<file path="config.mk">
export PLATFORM = sky130hd
export DESIGN_NAME = openram_wb_port
export DESIGN_NICKNAME = d
export VERILOG_FILES = /design/src/rtl/openram_wb_port.sv
export SDC_FILE = /design/constraint.sdc
export NUM_CORES = 1
export LEC_CHECK = 0
export CORE_AREA = 8 8 258 260
export CTS_CLUSTER_DIAMETER = 80
export DETAILED_ROUTE_END_ITERATION = 16
export DIE_AREA = 0 0 266 268
export GPL_ROUTABILITY_DRIVEN = 0
export HOLD_SLACK_MARGIN = 0.12
export PLACE_DENSITY = 0.48
export SYNTH_ARGS = -nofsm -noshare
export SYNTH_HDL_FRONTEND = slang
export SYNTH_SLANG_ARGS = --single-unit
</file>
<file path="constraint.sdc">
create_clock -name wb_clk_i -period 3.1 [get_ports wb_clk_i]
set_clock_uncertainty 0.15 [all_clocks]
set_input_delay 0.93 -clock wb_clk_i [delete_from_list [all_inputs] [get_ports wb_clk_i]]
set_output_delay 0.93 -clock wb_clk_i [all_outputs]
set_load 0.05 [all_outputs]
</file>
<file path="src/rtl/openram_wb_port.sv">
// Wishbone classic slave that turns management-core cycles into single-cycle
// port-0 commands on the shared OpenRAM SRAM bus, plus a small CSR block.
module openram_wb_port #(
  parameter int unsigned          ADDR_W    = 10,
  parameter int unsigned          MAX_CHIPS = 16,
  parameter int unsigned          RD_LAT    = 2,
  parameter logic [MAX_CHIPS-1:0] POP_MASK  = MAX_CHIPS'(16'h0F1F)
) (
  input  logic                    wb_clk_i,
  input  logic                    wb_rst_i,
  input  logic                    wbs_stb_i,
  input  logic                    wbs_cyc_i,
  input  logic                    wbs_we_i,
  input  logic [3:0]              wbs_sel_i,
  input  logic [31:0]             wbs_adr_i,
  input  logic [31:0]             wbs_dat_i,
  output logic                    wbs_ack_o,
  output logic [31:0]             wbs_dat_o,
  output logic [ADDR_W-1:0]       addr0,
  output logic [31:0]             din0,
  output logic                    web0,
  output logic [3:0]              wmask0,
  output logic [MAX_CHIPS-1:0]    csb0,
  input  logic [32*MAX_CHIPS-1:0] sram_dout_i,
  output logic                    err_o
);

  localparam int unsigned CNT_W    = 3;
  localparam logic [31:0] ERR_WORD = 32'hBADC0DE0;

  typedef enum logic [1:0] {
    S_IDLE,
    S_CMD,
    S_WAIT,
    S_RESP
  } state_t;

  state_t               state_q, state_d;
  logic [3:0]           chip_q, chip_d;
  logic [CNT_W-1:0]     cnt_q, cnt_d;
  logic [MAX_CHIPS-1:0] pop_q, pop_d;
  logic                 err_q, err_d;
  logic                 ack_d;
  logic [31:0]          dat_d;
  logic [ADDR_W-1:0]    addr_d;
  logic [31:0]          din_d;
  logic                 web_d;
  logic [3:0]           wmask_d;
  logic [MAX_CHIPS-1:0] csb_d;

  logic                 req;
  logic                 csr_sel;
  logic [3:0]           req_chip;
  logic [17:0]          csr_off;
  logic                 pop_hit;
  logic [31:0]          csr_rdata;
  logic [31:0]          rd_slice;
  logic                 err_set;
  logic                 err_clr;

  assign req      = wbs_stb_i && wbs_cyc_i && !wbs_ack_o && (wbs_adr_i[31:24] == 8'h30);
  assign csr_sel  = (wbs_adr_i[23:20] == 4'hF);
  assign req_chip = wbs_adr_i[19:16];
  assign csr_off  = wbs_adr_i[19:2];
  assign err_o    = err_q;

  // Populated-bit lookup for the requested chip; chips beyond MAX_CHIPS count as empty
  always_comb begin
    pop_hit = 1'b0;
    for (int unsigned k = 0; k < MAX_CHIPS; k++) begin
      if (32'(req_chip) == k) pop_hit = pop_q[k];
    end
  end

  // Select the latched chip's dout slice for read capture
  always_comb begin
    rd_slice = '0;
    for (int unsigned k = 0; k < MAX_CHIPS; k++) begin
      if (32'(chip_q) == k) rd_slice = sram_dout_i[32*k +: 32];
    end
  end

  // CSR read mux
  always_comb begin
    csr_rdata = '0;
    case (csr_off)
      18'd0:   csr_rdata = 32'(pop_q);
      18'd1:   csr_rdata = {31'b0, err_q};
      default: csr_rdata = '0;
    endcase
  end

  // Next-state and next-output logic
  always_comb begin
    state_d = state_q;
    chip_d  = chip_q;
    cnt_d   = cnt_q;
    pop_d   = pop_q;
    ack_d   = 1'b0;
    dat_d   = wbs_dat_o;
    addr_d  = addr0;
    din_d   = din0;
    wmask_d = wmask0;
    web_d   = 1'b1;
    csb_d   = '1;
    err_set = 1'b0;
    err_clr = 1'b0;

    case (state_q)
      S_IDLE: begin
        if (req) begin
          if (csr_sel) begin
            state_d = S_RESP;
            ack_d   = 1'b1;
            if (wbs_we_i) begin
              if (csr_off == 18'd0) pop_d = wbs_dat_i[MAX_CHIPS-1:0];
              if ((csr_off == 18'd1) && wbs_dat_i[0]) err_clr = 1'b1;
            end else begin
              dat_d = csr_rdata;
            end
          end else if (!pop_hit) begin
            state_d = S_RESP;
            ack_d   = 1'b1;
            err_set = 1'b1;
            if (!wbs_we_i) dat_d = ERR_WORD;
          end else if (wbs_we_i && (wbs_sel_i == 4'h0)) begin
            state_d = S_RESP;
            ack_d   = 1'b1;
          end else begin
            state_d = S_CMD;
            chip_d  = req_chip;
            addr_d  = wbs_adr_i[ADDR_W+1:2];
            din_d   = wbs_dat_i;
            wmask_d = wbs_we_i ? wbs_sel_i : 4'hF;
            web_d   = ~wbs_we_i;
            for (int unsigned k = 0; k < MAX_CHIPS; k++) begin
              if (32'(req_chip) == k) csb_d[k] = 1'b0;
            end
          end
        end
      end
      S_CMD: begin
        if (!web0) begin
          state_d = S_RESP;
          ack_d   = 1'b1;
        end else begin
          state_d = S_WAIT;
          cnt_d   = CNT_W'(RD_LAT - 1);
        end
      end
      S_WAIT: begin
        if (!wbs_cyc_i) begin
          state_d = S_IDLE;
        end else if (cnt_q == '0) begin
          state_d = S_RESP;
          ack_d   = 1'b1;
          dat_d   = rd_slice;
        end else begin
          cnt_d = cnt_q - CNT_W'(1);
        end
      end
      S_RESP: begin
        state_d = S_IDLE;
      end
      default: state_d = S_IDLE;
    endcase

    err_d = err_set ? 1'b1 : (err_clr ? 1'b0 : err_q);
  end

  // State and registered-output update with synchronous reset
  always_ff @(posedge wb_clk_i) begin
    if (wb_rst_i) begin
      state_q   <= S_IDLE;
      chip_q    <= '0;
      cnt_q     <= '0;
      pop_q     <= POP_MASK;
      err_q     <= 1'b0;
      wbs_ack_o <= 1'b0;
      wbs_dat_o <= '0;
      addr0     <= '0;
      din0      <= '0;
      web0      <= 1'b1;
      wmask0    <= '0;
      csb0      <= '1;
    end else begin
      state_q   <= state_d;
      chip_q    <= chip_d;
      cnt_q     <= cnt_d;
      pop_q     <= pop_d;
      err_q     <= err_d;
      wbs_ack_o <= ack_d;
      wbs_dat_o <= dat_d;
      addr0     <= addr_d;
      din0      <= din_d;
      web0      <= web_d;
      wmask0    <= wmask_d;
      csb0      <= csb_d;
    end
  end

endmodule

</file>
* Word level (Yosys, flattened, before mapping)
Index checks and enable logic that the tools add are counted.
Word-level totals: logic and storage cells 174, bits in registers 122, bits of input ports 585, output and inout bits 97
Operators by class: reductions and logical operators 21, equal/unequal tests 45, bitwise logic cells 6, add/sub/neg operators 1, multiplexer cells 89
Operators with widths (count):
- $mux W32 | 23
- $eq A4 B4 Y1 const B | 17
- $pmux W32 S2 | 1
- $mux W1 | 51
- $eq A4 B3 Y1 const B | 8
- $pmux W16 S2 | 1
- $eq A18 B1 Y1 const B | 1
- $logic_not A18 Y1 | 1
- $eq A4 B2 Y1 const B | 4
- $logic_not A4 Y1 | 3
- $mux W2 | 6
- $ne A3 B3 Y1 const B | 4
- $ne A2 B2 Y1 const B | 5
- $reduce_and A5 Y1 | 2
- $mux W3 | 3
- $eq A4 B1 Y1 const B | 2
- $eq A8 B6 Y1 const B | 1
- $pmux W2 S4 | 1
- $reduce_and A7 Y1 | 1
- $not A1 Y1 | 6
- $pmux W3 S2 | 1
- $reduce_bool A2 Y1 | 3
- $reduce_or A6 Y1 | 1
- $logic_and A1 B1 Y1 | 5
- 10 further kinds | 11

* Logic depth before layout (Yosys ltp)
Gate-level depths: netlist of run 1.
depth in word-level cells 22, gate-level depth with buffers 11, mapped depth without buffers 8

* Least setup slack after synthesis of run 1
No wires, ideal clock.
path type input to register, from input wbs_adr_i[25], to register pop_q[15], stages 8, data required time 2.822 ns, arrival time 2.676 ns, setup time 0.128 ns, path buffers 2, slack 0.147 ns, cells stage by stage or4_4 > nor3_2 > nand2_1 > and4bb_2 > buf_4 > buf_6 > mux2i_1 > nor2_1
Between the ends: longest elaborated chain between the ends 3
RTL lines:
- start: declaration | line 15 | input logic [31:0] wbs_adr_i,
- $eq A8 B6 Y1 | line 61 | assign req = wbs_stb_i && wbs_cyc_i && !wbs_ack_o && (wbs_adr_i[31:24] == 8'h30);
- $logic_and A1 B1 Y1 | line 61
- $reduce_and A5 Y1 (no line)
- end signal: assignment | line 190 | pop_q <= pop_d;
- end: declaration | line 41 | logic [MAX_CHIPS-1:0] pop_q, pop_d;
Every way passes these cells. A chain may end at the register's enable or synchronous reset.

* Final worst setup path of run 1
from input wbs_adr_i[31], to register chip_q[0]
Between the ends: longest elaborated chain between the ends 3
RTL lines:
- $eq A8 B6 Y1 | line 61
- $logic_and A1 B1 Y1 | line 61
- $reduce_and A5 Y1 (no line)
- end signal: assignment | line 188 | chip_q <= chip_d;
- end: declaration | line 39 | logic [3:0] chip_q, chip_d;
Every way passes these cells.

==> results of run 1 <==
==> per-stage QoR <==
stage	instance area, sq um	cells	hold slack (ns)	setup TNS (ns)	worst slack (ns)
after floorplan	10000	1238	0.293	0	0.147
after global placement	18900	2831	0.308	-60.79	-0.665
after detailed placement	18900	2831	0.312	-58.67	-0.669
after CTS	19800	2873	0.331	0	0.00162
after global routing	20000	2882	0.344	-0.0304	-0.0161
final	20000	2885	0.327	0	0.0604
==> state kept, by name (all words and copies together) (netlist names) <==
name       flops
wmask0         4
wbs_dat_o     32
pop_q         16
chip_q         4
state_q        2
din0          32
addr0         10
cnt_q          3
wbs_ack_o      1
err_o          1
csb0          16
web0           1
==> kinds of logic after synthesis <==
family          count (synthesis)
fa+ha+maj                       2
mux                           152
compound gates                435
xor+xnor                        2
buf+inv                       138
flops                         122
simple gates                  387
==> worst max-delay path, delay by kind of cell <==
family                 cells  cell delay (ns)
multiplexers               1             0.18
buffers and inverters      4             0.88
AND/OR/NAND/NOR            5             1.20
==> how the worst max path moves through the flow <==
stage | from | end | slack, ns | depth (start not counted)
6_report | wbs_adr_i[31] | chip_q[0]$_SDFFE_PP0P_ | 0.06 | 10
5_1_grt | wbs_adr_i[3] | wbs_dat_o[5]$_SDFFE_PP0P_ | -0.02 | 10
4_1_cts | wbs_adr_i[19] | csb0[13]$_SDFF_PP1_ | 0.002 | 12
3_5_place_dp | sram_dout_i[27] | wbs_dat_o[27]$_SDFFE_PP0P_ | -0.67 | 8
3_3_place_gp | wbs_adr_i[25] | wbs_dat_o[5]$_SDFFE_PP0P_ | -0.67 | 10
2_1_floorplan | wbs_adr_i[25] | pop_q[15]$_SDFFE_PP0P_ | 0.15 | 8
==> cell type report <==
type	instances	area, sq um
Inverter	16	60.1
Timing Repair Buffer	881	8640
Fill cell	6669	42400
Clock inverter	11	131
Multi-Input combinational cell	978	7140
Sequential cell	122	2460
Clock buffer	20	478
Tap cell	846	1060
Antenna cell	11	27.5
==> per-layer routing <==
layer  part of all wire  vias up  wire, um  track usage
met1               0.40     6956     34300        0.267
met2               0.51      656     43900        0.419
met5            0.00023        -        20            0
met3              0.068       82      5820       0.0536
li1                   -     6333         -            -
met4              0.019        4      1640       0.0538
==> where the power goes <==
part	total [W]	switching, W	leakage [nW]	internal [W]
clock	0.00205	0.000777	0.291	0.00128
sequential	0.00157	0.000000627	0.986	0.00157
combinational	0.00114	0.000339	5.64	0.000798
==> cells in the final DEF, fill, tap and decap left out, types with 8 or more instances in the layout <==
cell	instances
clkdlybuf4s50_1	662
buf_4	177
nor2_1	147
dfxtp_1	118
mux2i_1	104
a21oi_1	100
o21ai_0	68
nand2_1	64
nor3_1	34
o22ai_1	29
nor2b_1	25
mux2_2	22
mux4_2	21
nand3_1	19
o221ai_1	19
a22oi_1	19
clkbuf_16	19
nand2b_1	18
a221oi_1	18
a211oi_1	18
buf_12	18
o211ai_1	17
inv_1	13
diode_2	11
a211o_1	11
a22o_1	9
a221o_1	9
buf_6	9
o32ai_1	8
o22a_1	8
==> repair_timing <==
action,4_1_cts,5_1_grt
pin swaps,6,13
buffers inserted,10,1
setup endpoints to repair,81,87
gates cloned,2,1
resized for setup,38,34
==> metrics, run 1 <==
run status finished, final reports clean; worst hold-check path type reg2reg; crit-path max FO 8; CTS tree yes; crit-path most repeated cell buf_12; largest net degree at the start of global routing 84; adder-cell share of the synthesized area 0.00250; IO buf count 679; WL per Instance 29.7 um; clock latency on the worst-skew pair 0.43 ns; ys flop type dfxtp_1; Starting Density 0.160; synth warn 0; I/O pins 682; largest family of logic cells by synthesized area compound AO/OA/AOI/OAI gates; pwr/cell area 238 nW/um^2; DRT antenna net count 0; RSZ-0062 raised after global routing yes; GRT Util Overall 0.228; worst endpoint data arrival time 3.20 ns; DR vias/cell 4.86; count of pins over their slew limit 0; Clock Sinks 122; Post-synth EDFFs 0; Yosys top cell by area dfxtp_1; fraction of layout cells with a size suffix above 1 0.177; final hold vios 0; Max clock buf depth 2; first-pass GRT wire length 117,000 um; CP max-delay cell or4bb_4; CP cell instances clkdlybuf4s50_1, or4bb_4, nor3_4, nand2_2, nor4_4, buf_12, buf_12, buf_12, mux2i_1, nor2_1; leak pwr 6.91 nW; HP Start wbs_dat_o[26]$_SDFFE_PP0P_; Worst setup SP type primary input; mux cell area share after synthesis 0.181; H-tree levels 4; Die X 266 um; number of global-route vias before repair 14,900; Post-route DRC 0; Yosys cell types 91; synthesized area 10,000 sq um; Die Area 71,300 sq um; top cells by count, synth nor2_1 (150), dfxtp_1 (122), mux2i_1 (109); total CTS buffers 17; Synth Area in Compound Gates 0.311; Power Total 0.00476 W; clock root buffer clkbuf_16; Worst Hold Path EP wbs_dat_o[26]$_SDFFE_PP0P_; grt total ovfl 0; vias post-DR 14,000; Die Ht 268 um; top-area cell type share of the netlist area 0.244; sequential-to-total area share from yosys stat 0.244; WP data required 3.26 ns; Hold Path Stages 2; WS Path Type in2reg; DR iter-0 viols 1,098; RR Endpoint wbs_dat_o[23]$_SDFFE_PP0P_; drt pass-1 iters 5; nets 2,603; Max Cap Viol 0; endpoints failing setup 0; most frequent cell after synthesis nor2_1; register bit total from synthesis 122; Post-Synthesis Net Count 1,825; critical path endpoint category register; XOR/XNOR Fraction of Synth Area 0.00175; hold_buf cts 0; worst rel slew slack 0.500; R2R cell count 9; fin crit share 0.981; reg-to-reg critical path startpoint chip_q[3]$_SDFFE_PP0P_; dpl hpwl 71,900 um; R2R setup slack 0.10 ns; final core utilization 0.320; Core Footprint 62,400 sq um; VDD IR-drop max 0.362 mV; Mapped Cells 1,238; Syn-to-layout area delta 99.7%; initial antenna violation count 15; top area cells in the synthesized netlist dfxtp_1 (24%), mux2i_1 (11%), nor2_1 (5.6%), a21oi_1 (5.1%), mux4_2 (4.7%); max frequency 329 MHz; Post-Synth Simple-Gate Area 0.194; Avg Synthesized Cell Area 8.09 sq um; clk slew on worst S/H paths 0.06 ns; Worst-Margin Slew 0.747 ns; FFs w/ async S/R, synth 0; Routed WL 85,700 um; min Tclk post-route 3.04 ns; Max stage delay on crit path 0.54 ns; row count 92
Power figures use the tool's default switching activity.
==> run 2, diff against run 1 <==
--- a/config.mk
+++ b/config.mk
@@ -12,6 +12,7 @@
 export GPL_ROUTABILITY_DRIVEN = 0
 export HOLD_SLACK_MARGIN = 0.12
 export PLACE_DENSITY = 0.48
+export SLEW_MARGIN = 10
 export SYNTH_ARGS = -nofsm -noshare
 export SYNTH_HDL_FRONTEND = slang
 export SYNTH_SLANG_ARGS = --single-unit
==> results of run 2 <==
Final layout, timing and power as in run 1 (identical DEF).
